==> src/rtl/attn_pkg.sv <==
// rtl/attn_pkg.sv - shared types and constants for the attention head sequencer
// Contents: state_t FSM encoding, err_code values, stage index names,
//           min_width() helper for index/counter widths.

package attn_pkg;

  typedef enum logic [2:0] {
    S_IDLE,
    S_LAUNCH,
    S_WAIT,
    S_DONE,
    S_ERROR
  } state_t;

  localparam logic [1:0] ERR_NONE     = 2'd0;
  localparam logic [1:0] ERR_TIMEOUT  = 2'd1;
  localparam logic [1:0] ERR_SPURIOUS = 2'd2;

  localparam int STG_QKV     = 0;
  localparam int STG_SCORE   = 1;
  localparam int STG_SOFTMAX = 2;
  localparam int STG_PREC    = 3;
  localparam int STG_AV      = 4;
  localparam int STG_WO      = 5;

  // Width needed to index n items, never less than one bit.
  function automatic int min_width(input int n);
    return (n <= 2) ? 1 : $clog2(n);
  endfunction

endpackage

==> src/rtl/stage_watchdog.sv <==
// rtl/stage_watchdog.sv - per-stage timeout counter
// Ports:
//   clk, rst_n  clock, asynchronous active-low reset
//   clear       zero the count (stage launch)
//   enable      count this cycle (waiting for stage_done)
//   expired     high during the TIMEOUT_CYCLES-th enabled cycle since clear

module stage_watchdog
  import attn_pkg::*;
#(
  parameter int TIMEOUT_CYCLES = 65535
) (
  input  logic clk,
  input  logic rst_n,
  input  logic clear,
  input  logic enable,
  output logic expired
);

  localparam int TW = min_width(TIMEOUT_CYCLES + 1);
  localparam bit ACTIVE = (TIMEOUT_CYCLES > 0);
  // The count of a waiting cycle equals the number of earlier waiting cycles,
  // so the TIMEOUT_CYCLES-th one is seen when the count equals TIMEOUT_CYCLES-1.
  localparam logic [TW-1:0] LAST = TW'((TIMEOUT_CYCLES == 0) ? 0 : TIMEOUT_CYCLES - 1);

  logic [TW-1:0] cnt_q, cnt_d;

  always_comb begin
    cnt_d = cnt_q;
    if (clear) begin
      cnt_d = '0;
    end else if (enable && (cnt_q != LAST)) begin
      cnt_d = cnt_q + TW'(1);
    end
    expired = ACTIVE && enable && (cnt_q == LAST);
  end

  always_ff @(posedge clk or negedge rst_n) begin
    if (!rst_n) begin
      cnt_q <= '0;
    end else begin
      cnt_q <= cnt_d;
    end
  end

endmodule

==> src/rtl/attn_head_sequencer.sv <==
// rtl/attn_head_sequencer.sv - multi-head self-attention stage sequencer
// Ports:
//   clk, rst_n   clock, asynchronous active-low reset
//   start        launch a run (accepted in S_IDLE / S_ERROR)
//   abort        cancel the current run
//   stage_done   per-stage done pulses from the engines
//   stage_start  per-stage start pulses to the engines (one-hot or zero)
//   head_idx     head being processed
//   stage_idx    active stage
//   busy         run in progress
//   done         one-cycle completion pulse; out_valid mirrors it
//   error        sticky error flag, err_code / err_stage give the cause
//   cycle_count  saturating cycles spent launching / waiting in the last run

module attn_head_sequencer
  import attn_pkg::*;
#(
  parameter int NUM_HEADS      = 4,
  parameter int NUM_STAGES     = 6,
  parameter int TIMEOUT_CYCLES = 65535,
  parameter int CNT_W          = 32,
  localparam int HW = min_width(NUM_HEADS),
  localparam int SW = min_width(NUM_STAGES)
) (
  input  logic                  clk,
  input  logic                  rst_n,
  input  logic                  start,
  input  logic                  abort,
  input  logic [NUM_STAGES-1:0] stage_done,
  output logic [NUM_STAGES-1:0] stage_start,
  output logic [HW-1:0]         head_idx,
  output logic [SW-1:0]         stage_idx,
  output logic                  busy,
  output logic                  done,
  output logic                  out_valid,
  output logic                  error,
  output logic [1:0]            err_code,
  output logic [SW-1:0]         err_stage,
  output logic [CNT_W-1:0]      cycle_count
);

  localparam logic [HW-1:0] LAST_HEAD     = HW'(NUM_HEADS - 1);
  localparam logic [SW-1:0] LAST_PH_STAGE = SW'(NUM_STAGES - 2);
  localparam logic [SW-1:0] WO_STAGE      = SW'(NUM_STAGES - 1);
  localparam logic [NUM_STAGES-1:0] STAGE_ONE = {{(NUM_STAGES-1){1'b0}}, 1'b1};
  localparam logic [CNT_W-1:0] CNT_MAX = {CNT_W{1'b1}};

  state_t                  state_q, state_d;
  logic [HW-1:0]           head_q, head_d;
  logic [SW-1:0]           stage_q, stage_d;
  logic [NUM_STAGES-1:0]   stage_start_q, stage_start_d;
  logic                    busy_q, busy_d;
  logic                    done_q, done_d;
  logic                    error_q, error_d;
  logic [1:0]              err_code_q, err_code_d;
  logic [SW-1:0]           err_stage_q, err_stage_d;
  logic [CNT_W-1:0]        cycle_count_q, cycle_count_d;

  logic [NUM_STAGES-1:0]   cur_bit;
  logic                    wd_expired;

  stage_watchdog #(
    .TIMEOUT_CYCLES(TIMEOUT_CYCLES)
  ) u_watchdog (
    .clk    (clk),
    .rst_n  (rst_n),
    .clear  (state_q == S_LAUNCH),
    .enable (state_q == S_WAIT),
    .expired(wd_expired)
  );

  always_comb begin
    state_d       = state_q;
    head_d        = head_q;
    stage_d       = stage_q;
    err_code_d    = err_code_q;
    err_stage_d   = err_stage_q;
    cycle_count_d = cycle_count_q;
    cur_bit       = STAGE_ONE << stage_q;

    if (((state_q == S_LAUNCH) || (state_q == S_WAIT)) && (cycle_count_q != CNT_MAX)) begin
      cycle_count_d = cycle_count_q + CNT_W'(1);
    end

    if (abort && (state_q != S_IDLE)) begin
      // Abort outranks start and stage_done arriving in the same cycle.
      state_d     = S_IDLE;
      err_code_d  = ERR_NONE;
      err_stage_d = '0;
    end else begin
      unique case (state_q)
        S_IDLE, S_ERROR: begin
          if (start) begin
            state_d       = S_LAUNCH;
            head_d        = '0;
            stage_d       = '0;
            err_code_d    = ERR_NONE;
            err_stage_d   = '0;
            cycle_count_d = '0;
          end
        end
        S_LAUNCH: begin
          state_d = S_WAIT;
        end
        S_WAIT: begin
          // A foreign done bit is an error even if the expected bit is also set.
          if ((stage_done & ~cur_bit) != '0) begin
            state_d     = S_ERROR;
            err_code_d  = ERR_SPURIOUS;
            err_stage_d = stage_q;
          end else if ((stage_done & cur_bit) != '0) begin
            // Done is checked before the watchdog so a same-cycle done wins.
            if (stage_q == WO_STAGE) begin
              state_d = S_DONE;
            end else begin
              state_d = S_LAUNCH;
              if (stage_q != LAST_PH_STAGE) begin
                stage_d = stage_q + SW'(1);
              end else if (head_q != LAST_HEAD) begin
                head_d  = head_q + HW'(1);
                stage_d = '0;
              end else begin
                stage_d = WO_STAGE;
              end
            end
          end else if (wd_expired) begin
            state_d     = S_ERROR;
            err_code_d  = ERR_TIMEOUT;
            err_stage_d = stage_q;
          end
        end
        S_DONE: begin
          state_d = S_IDLE;
        end
        default: begin
          state_d = S_IDLE;
        end
      endcase
    end

    // Outputs are decoded from the next state so they register alongside it.
    busy_d        = (state_d == S_LAUNCH) || (state_d == S_WAIT);
    done_d        = (state_d == S_DONE);
    error_d       = (state_d == S_ERROR);
    stage_start_d = (state_d == S_LAUNCH) ? (STAGE_ONE << stage_d) : '0;
  end

  always_ff @(posedge clk or negedge rst_n) begin
    if (!rst_n) begin
      state_q       <= S_IDLE;
      head_q        <= '0;
      stage_q       <= '0;
      stage_start_q <= '0;
      busy_q        <= 1'b0;
      done_q        <= 1'b0;
      error_q       <= 1'b0;
      err_code_q    <= ERR_NONE;
      err_stage_q   <= '0;
      cycle_count_q <= '0;
    end else begin
      state_q       <= state_d;
      head_q        <= head_d;
      stage_q       <= stage_d;
      stage_start_q <= stage_start_d;
      busy_q        <= busy_d;
      done_q        <= done_d;
      error_q       <= error_d;
      err_code_q    <= err_code_d;
      err_stage_q   <= err_stage_d;
      cycle_count_q <= cycle_count_d;
    end
  end

  assign stage_start = stage_start_q;
  assign head_idx    = head_q;
  assign stage_idx   = stage_q;
  assign busy        = busy_q;
  assign done        = done_q;
  assign out_valid   = done_q;
  assign error       = error_q;
  assign err_code    = err_code_q;
  assign err_stage   = err_stage_q;
  assign cycle_count = cycle_count_q;

endmodule

==> config.mk <==
export PLATFORM = sky130hd
export DESIGN_NAME = attn_head_sequencer
export DESIGN_NICKNAME = d
export VERILOG_FILES = /design/src/rtl/attn_pkg.sv /design/src/rtl/stage_watchdog.sv /design/src/rtl/attn_head_sequencer.sv
export SDC_FILE = /design/constraint.sdc
export NUM_CORES = 1
export LEC_CHECK = 0
export ABC_AREA = 1
export CAP_MARGIN = 20
export CORE_MARGIN = 2
export CORE_UTILIZATION = 49
export DETAILED_ROUTE_END_ITERATION = 6
export HOLD_SLACK_MARGIN = 0.06
export MAX_ROUTING_LAYER = met4
export PLACE_DENSITY = 0.77
export SLEW_MARGIN = 20
export SYNTH_ARGS = -nofsm -noshare
export SYNTH_HDL_FRONTEND = slang
export SYNTH_SLANG_ARGS = --single-unit
==> constraint.sdc <==
create_clock -name clk -period 2 [get_ports clk]
set_clock_uncertainty 0.1 [all_clocks]
set_input_delay 0.2 -clock clk [delete_from_list [all_inputs] [get_ports clk]]
set_output_delay 0.2 -clock clk [all_outputs]
set_load 0.05 [all_outputs]
==> flow_summary.toml <==
[global_route]
track_usage = 0.244
grt_pass1_vias = 3808
overflow = 0
grt_max_degree = 35
grt_pass1_wl_um = 16600
antenna_found_initial = 0

[worst_setup_path]
crit_chain = "inv_4 -> ha_4 -> nand2_2 -> nand2_2 -> nand2_2 -> nor2_4 -> nand2_4 -> nor2_4 -> nand2_2 -> o211ai_4 -> nor2_2 -> nand2_1 -> nand2_1"
crit_type = "reg2reg"
cp.required_ps = 2130
cp_num_cells = 13
cp-start-kind = "register"
cp_max_fo = 6
slowest_delay_ps = 530
path_delay_family = "simple AND/OR/NAND/NOR gates"
crit_buf_inv = 1
cp-end-kind = "register"
cp.arrival_ps = 2200
crit_path_frequent_cell = "nand2_2"
slowest_stage = "dfrtp_4"
r2r_cells = 13
r2r_setup_slack_ps = -70

[route]
ant_nets = 0
dr.pass1.iters = 4
routed_wl_um = 10500
num_vias = 3943
route.detailed.vias_per_inst = 5.26
drtIter0Drc = 294
wire_per_inst_um = 14.0
drc = 0

[finish]
mostFrequentLayoutCells = "nand2_1 (121), nor2_1 (70), dfrtp_1 (65)"
layout_commonest_cell = "nand2_1"
antenna_cells = 0
drive_above_1_share = 0.216
final_cells = 749
final_area_mm2 = 0.00549
n_fill_cell = 591
syn_to_final_growth_pct = 38.9
nNetsFinal = 661

[logic_synthesis]
synth_edf_count = 0
synth_xor_area_frac = 0.00443
syn_avg_cell_area_um2 = 7.27
synthArstFlopShare = 1.00
synth-compound-area-share = 0.106
yosys.area_share.simple = 0.337
synth_nets = 562
synth_top_family_by_area = "simple AND/OR/NAND/NOR gates"
ys_seq_area_frac = 0.443
ys.warnings.count = 0
synthesis.instances = 543
synthMuxAreaShare = 0
ys_ff_latch = 70
synthFlopType = "dfrtp_1"
syn_area_mm2 = 0.00395
yosysUniqueCellTypes = 35
synthAdderAreaFrac = 0.0285

[sta]
fmax_ghz = 0.482
final_max_slew_viol_count = 0
finalHoldWorstSlack_ps = 242
worst_slack_ps = -72.7
worst_pin_slew_ps = 515
finalCritPeriodShare = 1.04
min_period_ps = 2070
finalSetupViolations = 13
hold_viol_final = 0
slew_headroom = 0.655
rsz0062_at_grt = "true"

[cts]
cts-buffers-inserted = 9
cts_sinks = 70
cts_tree = "yes"
htreeDepth = 3
clk_pin_slew_ps = 70
cts-root-buf = "clkbuf_8"
clock_latency_ps = 340
cts.path.max_buffers = 2

[min_path]
hold_path.class = "in2async"

[pwr]
p_per_area_mw_per_mm2 = 877
power_frac_comb = 0.388
ir_worst_vdd_mv = 0.491
p_clk_frac = 0.267
p_sw_mw = 1.90
p_leak_nw = 2.49
sw_frac_of_total = 0.394
power_frac_seq = 0.345
design_power_total_mw = 4.81
p_int_mw = 2.91

[die]
die_w_um = 93.8
num_rows = 32
start_util = 0.509
fp.dieH_um = 93.8
core_mm2 = 0.00777
design.die.area_mm2 = 0.00880
io_pins = 62

[place]
place_inst = 725
port_buffers = 61
place_area_mm2 = 0.00492
gp_congestion = 0.925
dp_hpwl_um = 7480
place_ws_ps = -111

[run]
cap_violations = 0

[status]
outcome = "finished, violations left"
violations = "negative setup slack"
[power groups by stage]
stage	Combinational [mW]	Sequential, mW	Clock [mW]
after floorplan	0.802	1.97	0
after global placement	1.67	1.68	0
after detailed placement	1.71	1.69	0
after CTS	1.74	1.66	1.30
after global routing	2.01	1.67	1.36
final	1.87	1.66	1.28
[flip-flops by register name, indices dropped and copies added (netlist names)]
register,cells
u_watchdog.cnt_q,16
done,1
state_q,3
head_idx,2
stage_idx,3
err_stage,3
cycle_count,32
error,1
err_code,2
busy,1
stage_start,6
[per-layer routing]
layer / track usage / vias up / wire length, um
li1: - / 1947 / -
met1: 0.296 / 1831 / 4360
met2: 0.407 / 141 / 5320
met3: 0.0345 / 24 / 513
met4: 0.106 / 0 / 249
met5: - / - / 0
[cells in the mapped netlist, types with 2 or more instances]
master / number / area [um^2]
nand4_1: 8 / 50.1
nor2_1: 78 / 293
o21a_1: 3 / 22.5
nand3_1: 37 / 185
inv_1: 67 / 251
inv_2: 8 / 30.0
buf_4: 2 / 15.0
a31oi_1: 5 / 31.3
clkbuf_1: 4 / 15.0
o21ai_1: 8 / 40.0
nor2_2: 10 / 62.6
nand2_2: 6 / 37.5
nand2_1: 141 / 529
a21oi_1: 27 / 135
dfrtp_1: 70 / 1750
xor2_1: 2 / 17.5
nor2_4: 2 / 22.5
nand4_2: 2 / 25.0
o21ai_0: 24 / 120
ha_1: 9 / 113
nor3_1: 16 / 80.1
[cell families after synthesis]
logic type | Yosys count
and+or+nand+nor | 305
DFF | 70
buffers and inverters | 82
AOI/OAI and AO/OA | 75
xor gates and xnor gates | 2
adders and majority gates | 9
[cell type report]
cell class | instances | area (um^2) | share of cell area
Multi-Input combinational cell | 391 | 2170 | 0.396
Tap cell | 102 | 128 | 0.0233
Clock inverter | 5 | 82.6 | 0.0151
Timing Repair Buffer | 95 | 910 | 0.166
Sequential cell | 70 | 1760 | 0.321
Clock buffer | 11 | 141 | 0.0258
Inverter | 75 | 292 | 0.0531
[per-stage QoR]
stage	utilization	TNS, ps
after CTS	0.674	-33.5
final	0.706	-362
after detailed placement	0.634	-454
after global routing	0.706	-2100
after floorplan	-	-25.5
after global placement	0.634	0
[what timing repair did]
| item | CTS | global route |
|---|---|---|
| setup endpoints to repair | 13 | 36 |
| gates resized for setup | 15 | 59 |
| pin swaps | 12 | 26 |
| hold endpoints to repair | 17 | 0 |
| hold buffers | 1 | 0 |
| setup buffers | 3 | 4 |
[worst register-to-register path, cell delays in order, from the launching register on]
cell	delay (ps)
dfrtp_4	530
inv_4	90
ha_4	140
nand2_2	60
nand2_2	70
nand2_2	70
nor2_4	150
nand2_4	110
nor2_4	180
nand2_2	90
o211ai_4	140
nor2_2	100
nand2_1	90
nand2_1	60
[final timing paths]
check | start | to
worst max-delay path | stage_idx[0]$_DFF_PN0_ | err_stage[0]$_DFFE_PN0P_
worst min-delay path | rst_n | error$_DFF_PN0_
worst max register to register | stage_idx[0]$_DFF_PN0_ | err_stage[0]$_DFFE_PN0P_
worst min register to register | u_watchdog.cnt_q[2]$_DFFE_PN0P_ | u_watchdog.cnt_q[2]$_DFFE_PN0P_
max in group asynchronous | rst_n | cycle_count[5]$_DFF_PN0_
min in group clk | u_watchdog.cnt_q[2]$_DFFE_PN0P_ | u_watchdog.cnt_q[2]$_DFFE_PN0P_
Power figures use the tool's default switching activity.
